`config.mk`:
```
export PLATFORM = sky130hd
export DESIGN_NAME = thread_ctx
export DESIGN_NICKNAME = d
export VERILOG_FILES = /design/src/rtl/thread_ctx_pkg.sv /design/src/rtl/thread_ctx_slot.sv /design/src/rtl/thread_ctx.sv
export SDC_FILE = /design/constraint.sdc
export NUM_CORES = 2
export LEC_CHECK = 0
export ABC_AREA = 1
export ABC_CLOCK_PERIOD_IN_PS = 2050
export BUFFER_PORTS_ARGS = -buffer_cell sky130_fd_sc_hd__buf_4
export CAP_MARGIN = 20
export CORE_AREA = 8 8 460 462
export CTS_BUF_LIST = sky130_fd_sc_hd__clkbuf_4 sky130_fd_sc_hd__clkbuf_8 sky130_fd_sc_hd__clkbuf_16
export CTS_CLUSTER_DIAMETER = 50
export DETAILED_ROUTE_END_ITERATION = 7
export DIE_AREA = 0 0 468 470
export PLACE_DENSITY = 0.46
export SKIP_LAST_GASP = 1
export SYNTH_ARGS = -nofsm -noshare
export SYNTH_HDL_FRONTEND = slang
export SYNTH_SLANG_ARGS = --single-unit
```
`constraint.sdc`:
```
create_clock -name clk -period 2.05 [get_ports clk]
set_input_delay 0.41 -clock clk [delete_from_list [all_inputs] [get_ports clk]]
set_output_delay 0.41 -clock clk [all_outputs]
set_load 0.01 [all_outputs]
```
`src/rtl/thread_ctx_pkg.sv`:
```
// Shared types and defaults for the per-thread architectural state unit.
// Imported by thread_ctx and thread_ctx_slot.
package thread_ctx_pkg;

  localparam int N_THREADS_DEF = 8;
  localparam int TID_W_DEF     = $clog2(N_THREADS_DEF);

  typedef logic [31:0]          word_t;
  typedef logic [31:0]          vptr_t;
  typedef logic [TID_W_DEF-1:0] threadid_t;

  localparam vptr_t RESET_PC_DEF   = 32'h0000_1000;
  localparam vptr_t EXC_VECTOR_DEF = 32'h0000_2000;

  typedef enum logic {
    USER       = 1'b0,
    SUPERVISOR = 1'b1
  } mode_e;

  // Jump and branch targets are word aligned; the two low bits are dropped.
  function automatic vptr_t align_word(input vptr_t addr);
    return {addr[31:2], 2'b00};
  endfunction

endpackage

```
`src/rtl/thread_ctx_slot.sv`:
```
// State of a single hardware thread: PC, rm0/rm1/rm2, mode (rm4[0]) and stall flag.
// Event selects arrive already decoded for this thread.
module thread_ctx_slot
  import thread_ctx_pkg::*;
#(
  parameter vptr_t RESET_PC   = RESET_PC_DEF,
  parameter vptr_t EXC_VECTOR = EXC_VECTOR_DEF,
  parameter int    RESET_MODE = 1
) (
  input  logic  clk,
  input  logic  rst,
  input  logic  i_fetch,
  input  logic  i_redir,
  input  vptr_t i_redir_pc,
  input  logic  i_exc,
  input  vptr_t i_exc_pc,
  input  word_t i_exc_addr,
  input  word_t i_exc_cause,
  input  logic  i_iret,
  input  logic  i_stall_set,
  input  logic  i_stall_clr,
  output vptr_t o_pc,
  output logic  o_mode,
  output logic  o_stalled,
  output word_t o_rm0,
  output word_t o_rm1,
  output word_t o_rm2
);

  localparam mode_e MODE_AT_RESET = (RESET_MODE != 0) ? SUPERVISOR : USER;

  vptr_t r_pc;
  word_t r_rm0;
  word_t r_rm1;
  word_t r_rm2;
  mode_e r_mode;
  logic  r_stalled;

  // NOTE: every state register uses <= so all slots sample pre-edge values
  // together; blocking assignments here would let one update leak into another.
  always_ff @(posedge clk) begin
    if (rst) begin
      r_pc      <= RESET_PC;
      r_rm0     <= '0;
      r_rm1     <= '0;
      r_rm2     <= '0;
      r_mode    <= MODE_AT_RESET;
      r_stalled <= 1'b0;
    end else if (i_exc) begin
      r_pc      <= EXC_VECTOR;
      r_rm0     <= i_exc_pc;
      r_rm1     <= i_exc_addr;
      r_rm2     <= i_exc_cause;
      r_mode    <= SUPERVISOR;
      r_stalled <= 1'b0;
    end else begin
      if (i_iret) begin
        r_pc   <= r_rm0;
        r_mode <= USER;
      end else if (i_redir) begin
        r_pc <= align_word(i_redir_pc);
      end else if (i_fetch && !r_stalled) begin
        r_pc <= r_pc + 32'd4;
      end

      // A new miss arriving with the fill of the previous one keeps the thread parked.
      if (i_stall_set) begin
        r_stalled <= 1'b1;
      end else if (i_stall_clr) begin
        r_stalled <= 1'b0;
      end
    end
  end

  assign o_pc      = r_pc;
  assign o_mode    = r_mode;
  assign o_stalled = r_stalled;
  assign o_rm0     = r_rm0;
  assign o_rm1     = r_rm1;
  assign o_rm2     = r_rm2;

endmodule

```
`src/rtl/thread_ctx.sv`:
```
// Per-thread architectural state for the multithreaded pipeline: decodes the
// fetch/writeback event thread ids to one-hot selects and fans them out to one slot per thread.
module thread_ctx
  import thread_ctx_pkg::*;
#(
  parameter int    N_THREADS  = N_THREADS_DEF,
  parameter int    TID_W      = $clog2(N_THREADS),
  parameter vptr_t RESET_PC   = RESET_PC_DEF,
  parameter vptr_t EXC_VECTOR = EXC_VECTOR_DEF,
  parameter int    RESET_MODE = 1
) (
  input  logic                    clk,
  input  logic                    rst,
  input  logic                    fetch_en,
  input  logic [TID_W-1:0]        fetch_thread,
  input  logic                    redir_en,
  input  logic [TID_W-1:0]        redir_thread,
  input  logic [31:0]             redir_pc,
  input  logic                    exc_en,
  input  logic [TID_W-1:0]        exc_thread,
  input  logic [31:0]             exc_pc,
  input  logic [31:0]             exc_addr,
  input  logic [31:0]             exc_cause,
  input  logic                    iret_en,
  input  logic [TID_W-1:0]        iret_thread,
  input  logic [N_THREADS-1:0]    stall_set,
  input  logic [N_THREADS-1:0]    stall_clr,
  output logic [N_THREADS*32-1:0] pc,
  output logic [N_THREADS-1:0]    mode,
  output logic [N_THREADS-1:0]    stalled,
  output logic [N_THREADS*32-1:0] rm0_q,
  output logic [N_THREADS*32-1:0] rm1_q,
  output logic [N_THREADS*32-1:0] rm2_q
);

  logic [N_THREADS-1:0] w_fetch_sel;
  logic [N_THREADS-1:0] w_redir_sel;
  logic [N_THREADS-1:0] w_exc_sel;
  logic [N_THREADS-1:0] w_iret_sel;

  // The enable rides in bit 0 before the shift, so a low enable yields no select at all.
  assign w_fetch_sel = {{(N_THREADS-1){1'b0}}, fetch_en} << fetch_thread;
  assign w_redir_sel = {{(N_THREADS-1){1'b0}}, redir_en} << redir_thread;
  assign w_exc_sel   = {{(N_THREADS-1){1'b0}}, exc_en}   << exc_thread;
  assign w_iret_sel  = {{(N_THREADS-1){1'b0}}, iret_en}  << iret_thread;

  for (genvar g = 0; g < N_THREADS; g++) begin : g_slot
    thread_ctx_slot #(
      .RESET_PC   (RESET_PC),
      .EXC_VECTOR (EXC_VECTOR),
      .RESET_MODE (RESET_MODE)
    ) u_slot (
      .clk         (clk),
      .rst         (rst),
      .i_fetch     (w_fetch_sel[g]),
      .i_redir     (w_redir_sel[g]),
      .i_redir_pc  (redir_pc),
      .i_exc       (w_exc_sel[g]),
      .i_exc_pc    (exc_pc),
      .i_exc_addr  (exc_addr),
      .i_exc_cause (exc_cause),
      .i_iret      (w_iret_sel[g]),
      .i_stall_set (stall_set[g]),
      .i_stall_clr (stall_clr[g]),
      .o_pc        (pc[32*g +: 32]),
      .o_mode      (mode[g]),
      .o_stalled   (stalled[g]),
      .o_rm0       (rm0_q[32*g +: 32]),
      .o_rm1       (rm1_q[32*g +: 32]),
      .o_rm2       (rm2_q[32*g +: 32])
    );
  end

endmodule

```
* Word-level counts from Yosys, hierarchy flattened
Index checks and enable logic that the tools add are counted.
** Operators by class
- Add/sub/neg operators :: 8
- Shift operators :: 4
- Multiplexer cells :: 48
- Reductions and logical operators :: 48
** Operators by type and width (count)
- 2-to-1 mux 32 bit :: 24
- adder 32 x 3 -> 32 bit (second input constant) :: 8
- 2-to-1 mux 14 bit :: 8
- nonzero test 4 bit :: 8
- << shifter 1 x 3 -> 8 bit :: 4
- nonzero test 3 bit :: 8
- 2-to-1 mux 1 bit :: 16
- nonzero test 2 bit :: 8
- OR reduction 2 bit :: 8
- logical AND 1 bit :: 8
- zero test 1 bit :: 8
** Word-level totals
- Register bits :: 1040
- Bits of input ports :: 162
- Word-level logic and storage cells :: 164

* Depth between registers and ports, before layout
- Depth in word-level cells :: 6
- Gate-level depth with buffers :: 12
- Depth with buffers taken out :: 12

* Modules after synthesis
Synthesis repeated with hierarchy kept, for this count alone.
** Second synthesis, totals
- Cells, all modules :: 7124
- Area, all modules :: 48101.1 sq um
** Modules (own cells, without submodules)
- thread_ctx_slot :: instances 8, cells each 883, area an instance 5982.0 sq um, seq. area each 2602.5 sq um
- thread_ctx :: instances 1, cells each 60, area an instance 245.2 sq um, seq. area each 0.0 sq um

* Worst setup path after synthesis
No wires, ideal clock.
- Path kind :: register to register
- Start :: register g_slot[1].u_slot.r_pc[2]
- End :: register g_slot[1].u_slot.r_pc[24]
- Arrival time :: 1.544 ns
- Path slack :: 0.386 ns
- Stages on the path, launching flop included :: 11
- Path buffers :: 0
- Clock period less this slack :: 1.664 ns
- Path through :: dfxtp_1 ha_1 nand2_1 nor2_1 nand2_1 nor2_1 nand3_1 nand3_1 nand2_1 nand2_1 a21oi_1
** On the way
- Longest elaborated chain between the ends :: 4
** Ends and longest elaborated chain
- start: declaration :: line thread_ctx_slot.sv:32 : vptr_t r_pc;
- start signal: assignment :: line thread_ctx_slot.sv:58 : r_pc <= r_rm0;
- start signal: assignment :: line thread_ctx_slot.sv:61 : r_pc <= align_word(i_redir_pc);
- start signal: assignment :: line thread_ctx_slot.sv:63 : r_pc <= r_pc + 32'd4;
- adder 32 x 3 -> 32 bit :: line thread_ctx_slot.sv:63
- 2-to-1 mux 32 bit :: line thread_ctx_slot.sv:62 : end else if (i_fetch && !r_stalled) begin
- 2-to-1 mux 32 bit :: line thread_ctx_slot.sv:60 : end else if (i_redir) begin
- 2-to-1 mux 32 bit :: line thread_ctx_slot.sv:57 : if (i_iret) begin
No other way between the ends. The select of a mux whose other input is x is not followed.
A chain may end at the register's enable or synchronous reset.

* Worst setup path in the final report
- Start :: register g_slot[0].u_slot.r_pc[4]
- End :: output pc[4]
** RTL lines
- start: declaration :: line thread_ctx_slot.sv:32
- start signal: assignment :: line thread_ctx_slot.sv:58
- start signal: assignment :: line thread_ctx_slot.sv:61
- start signal: assignment :: line thread_ctx_slot.sv:63
- end: declaration :: line thread_ctx.sv:28 : output logic [N_THREADS*32-1:0] pc,
No word-level cell between the ends.

==> metrics.txt <==
worst path required time=1640 ps; mapped cell area=0.04792 mm^2; Leak=31.19 nW; Layout Nets=about 9000; syn_area_per_cell=6.530 um^2; fmax=500.1 MHz; clk sinks=1040; Worst-Skew Late Latency=approximately 800 ps; Area growth syn-to-layout=44.14%; unrepaired setup endpoints after global routing=false; Sw Share=0.2840; Final Hold Violating Endpoints=0; Slew headroom=0.5158; GPL Wtd Cong=0.9841; CTS buffer count=160; largest net degree at the start of global routing=116; Gate Count Post-Synth=7338; Post-DRT Antenna Nets=0; Tmin final=2000 ps; NetSw=0.01641 W; grt ovf=0; Net Count, Synth=7508; Post-route DRC=0; fillers=22140; CP endpoint kind=primary output; Final Worst Setup Slack=50.39 ps; # IOs=1202; Setup TNS Final=0 ps; Clock Path Buffers=3; crit path max fanout=7; CTS Root Cell=clkbuf_16; final setup violation count=0; Synth cell types=35; crit share post-route=0.9754; Vias=56304; Initial Util=0.2349; WHS Path Cells=3; Die W=468 um; Clock power frac=0.512; area of placed instances=0.06236 mm^2; CTS tree=yes; area of the die=0.2200 mm^2; most frequent cells in the layout=nor2_1, nand2_1, buf_4; Seq cells post-synth=1040; crit-path cells=buf_4; Clock transition at path regs=60 ps; Worst Reg-to-Reg Cells=7; share of layout cells above drive strength 1=0.2254; number of global-route vias before repair=53349; Crit-path slowest cell=dfxtp_1; DP Worst Slack=-239.7 ps; final wirelength=316.3 mm; wire length per cell=roughly 27 um; first-pass GRT wire length=approximately 430 mm; commonest non-fill, non-tap cell in the layout=nor2_1; Final Instance Count excl. Fillers=11524; critical path type=flop to primary output; IO buf count=1199; delay-heaviest family, CP=flip-flops; Synth Warn #=0; Int Power=0.04137 W; GRT Total Usage=0.2730; drt pass-1 iters=5; max incr delay on CP=~550 ps; HP Class=primary input to flop; cell area after layout=0.06907 mm^2; Gate power share=0.116; Core ar.=slightly above 0.2 mm^2; Final Skew=39.03 ps; VDD IR max=794.0 uV; worst-margin pin slew=725.5 ps; Setup Buffers After CTS=0; Bufs and invs on worst path=1; proportion of power drawn by flip-flops and latches=0.372; Slew Viols, Final=0; register area share after synthesis=0.4345; pwr dens=836.5 mW/mm^2; die height=470 um; status=finished clean; CP Data Arrival Time=1590 ps; dpl cells=11110; Levels on crit path=1; Max-Cap Viols=0; CP startpoint kind=flop; routed vias/inst=4.886; H-tree levels=4; initial antenna violation count=55; HPWL after detailed placement=233.2 mm; site row count=roughly 170; starting DRC count in detailed routing=approximately 5500
-- worst paths after layout --
check,startpoint,endpoint,slack (ps)
worst min register to register,g_slot[1].u_slot.o_mode$_SDFFE_PP1P_,g_slot[1].u_slot.o_mode$_SDFFE_PP1P_,450
worst min-delay path,exc_addr[2],g_slot[4].u_slot.o_rm1[2]$_SDFFE_PP0P_,50
worst max-delay path,g_slot[0].u_slot.o_pc[4]$_SDFFE_PP0P_,pc[4],50
worst max register to register,g_slot[2].u_slot.o_stalled$_SDFFE_PP0P_,g_slot[2].u_slot.o_pc[8]$_SDFFE_PP0P_,120
-- power groups by stage --
stage	clock network, W	registers (W)	logic (W)
3_3_place_gp	0	0.0219	0.00653
3_5_place_dp	0	0.0219	0.00656
2_1_floorplan	0	0.0220	0.00218
6_report	0.0296	0.0215	0.00668
4_1_cts	0.0301	0.0215	0.00671
5_1_grt	0.0309	0.0216	0.00708
-- routing by layer --
metal  GRT usage  wire, um
met5           0        27
met4      0.1713     23350
met3     0.08145     30780
met2      0.4400    142200
met1      0.3162    120000
-- through the flow --
step,utilization,hold slack (ps),power (W)
global placement,0.3058,444.5,0.02844
detailed placement,0.3058,448.2,0.02848
finish,0.3386,48.50,0.05778
global route,0.3383,26.73,0.05952
CTS,0.3381,9.734,0.05827
floorplan,-,427.4,0.02419
-- cells in the mapped netlist --
cell type     n  area (um^2)
nor2_1     1680         6306
nand2_1    1597         5995
dfxtp_1    1040        20820
o21ai_0    1001         5010
a21oi_1     535         2678
inv_1       431         1618
clkbuf_1    371         1393
nand3_1     234         1171
buf_2        84        420.4
o21bai_1     45        337.8
o211ai_1     44        330.3
o21ai_1      38        190.2
xor2_1       32        280.3
inv_2        30        112.6
buf_1        27        101.4
xnor2_1      26        227.7
buf_4        18        135.1
a31oi_1      15        93.84
nand3_2      13        130.1
nor3_1       11        55.05
or2_2        10        62.56
nor2_2        9        56.30
ha_1          8        100.1
nand4_1       7        43.79
nor2_4        6        67.56
clkinv_1      5        18.77
nand3b_1      4        30.03
o22ai_1       4        25.02
o31ai_1       4        30.03
and2_1        2        12.51
buf_6         2        22.52
clkbuf_2      2        10.01
nand3_4       1        17.52
nor3_2        1        10.01
nor3b_1       1        7.510
-- registers in the layout (all words and copies together) (netlist names) --
signal and count:
g_slot.u_slot.o_rm2 256, g_slot.u_slot.o_pc 256, g_slot.u_slot.o_rm0 256, g_slot.u_slot.o_rm1 256, g_slot.u_slot.o_mode 8, g_slot.u_slot.o_stalled 8
-- logic make-up after synthesis --
| family | count (synthesis) | synth area share |
|---|---|---|
| simple gates | 3576 | 0.2914 |
| compound gates | 1686 | 0.1814 |
| flops | 1040 | 0.4345 |
| buf+inv | 970 | 0.07995 |
| xor+xnor | 58 | 0.01060 |
| fa+ha+maj | 8 | 0.002089 |
-- worst register-to-register path, delay by kind of cell (launching register included) --
| family | cells | cell delay (ps) |
|---|---|---|
| AND/OR/NAND/NOR | 3 | 830 |
| buffers and inverters | 1 | 220 |
| flip-flops | 1 | 390 |
| AO/OA/AOI/OAI | 3 | 400 |
-- area by class of cell --
| class | instances | area [um^2] | area share |
|---|---|---|---|
| Timing Repair Buffer | 1668 | 13880 | 0.2009 |
| Inverter | 466 | 1777 | 0.02572 |
| Sequential cell | 1040 | 20840 | 0.3017 |
| Tap cell | 2688 | 3363 | 0.04869 |
| Clock buffer | 195 | 4428 | 0.06411 |
| Clock inverter | 100 | 1350 | 0.01955 |
| Antenna cell | 39 | 97.59 | 0.001413 |
| Multi-Input combinational cell | 5328 | 23340 | 0.3379 |
-- what timing repair did --
item / 4_1_cts / 5_1_grt
endpoints found under the setup margin: 18 / 6
hold buffers: 80 / 0
hold endpoints to repair: 442 / 0
resized for setup: 13 / 5
Power figures use the tool's default switching activity.
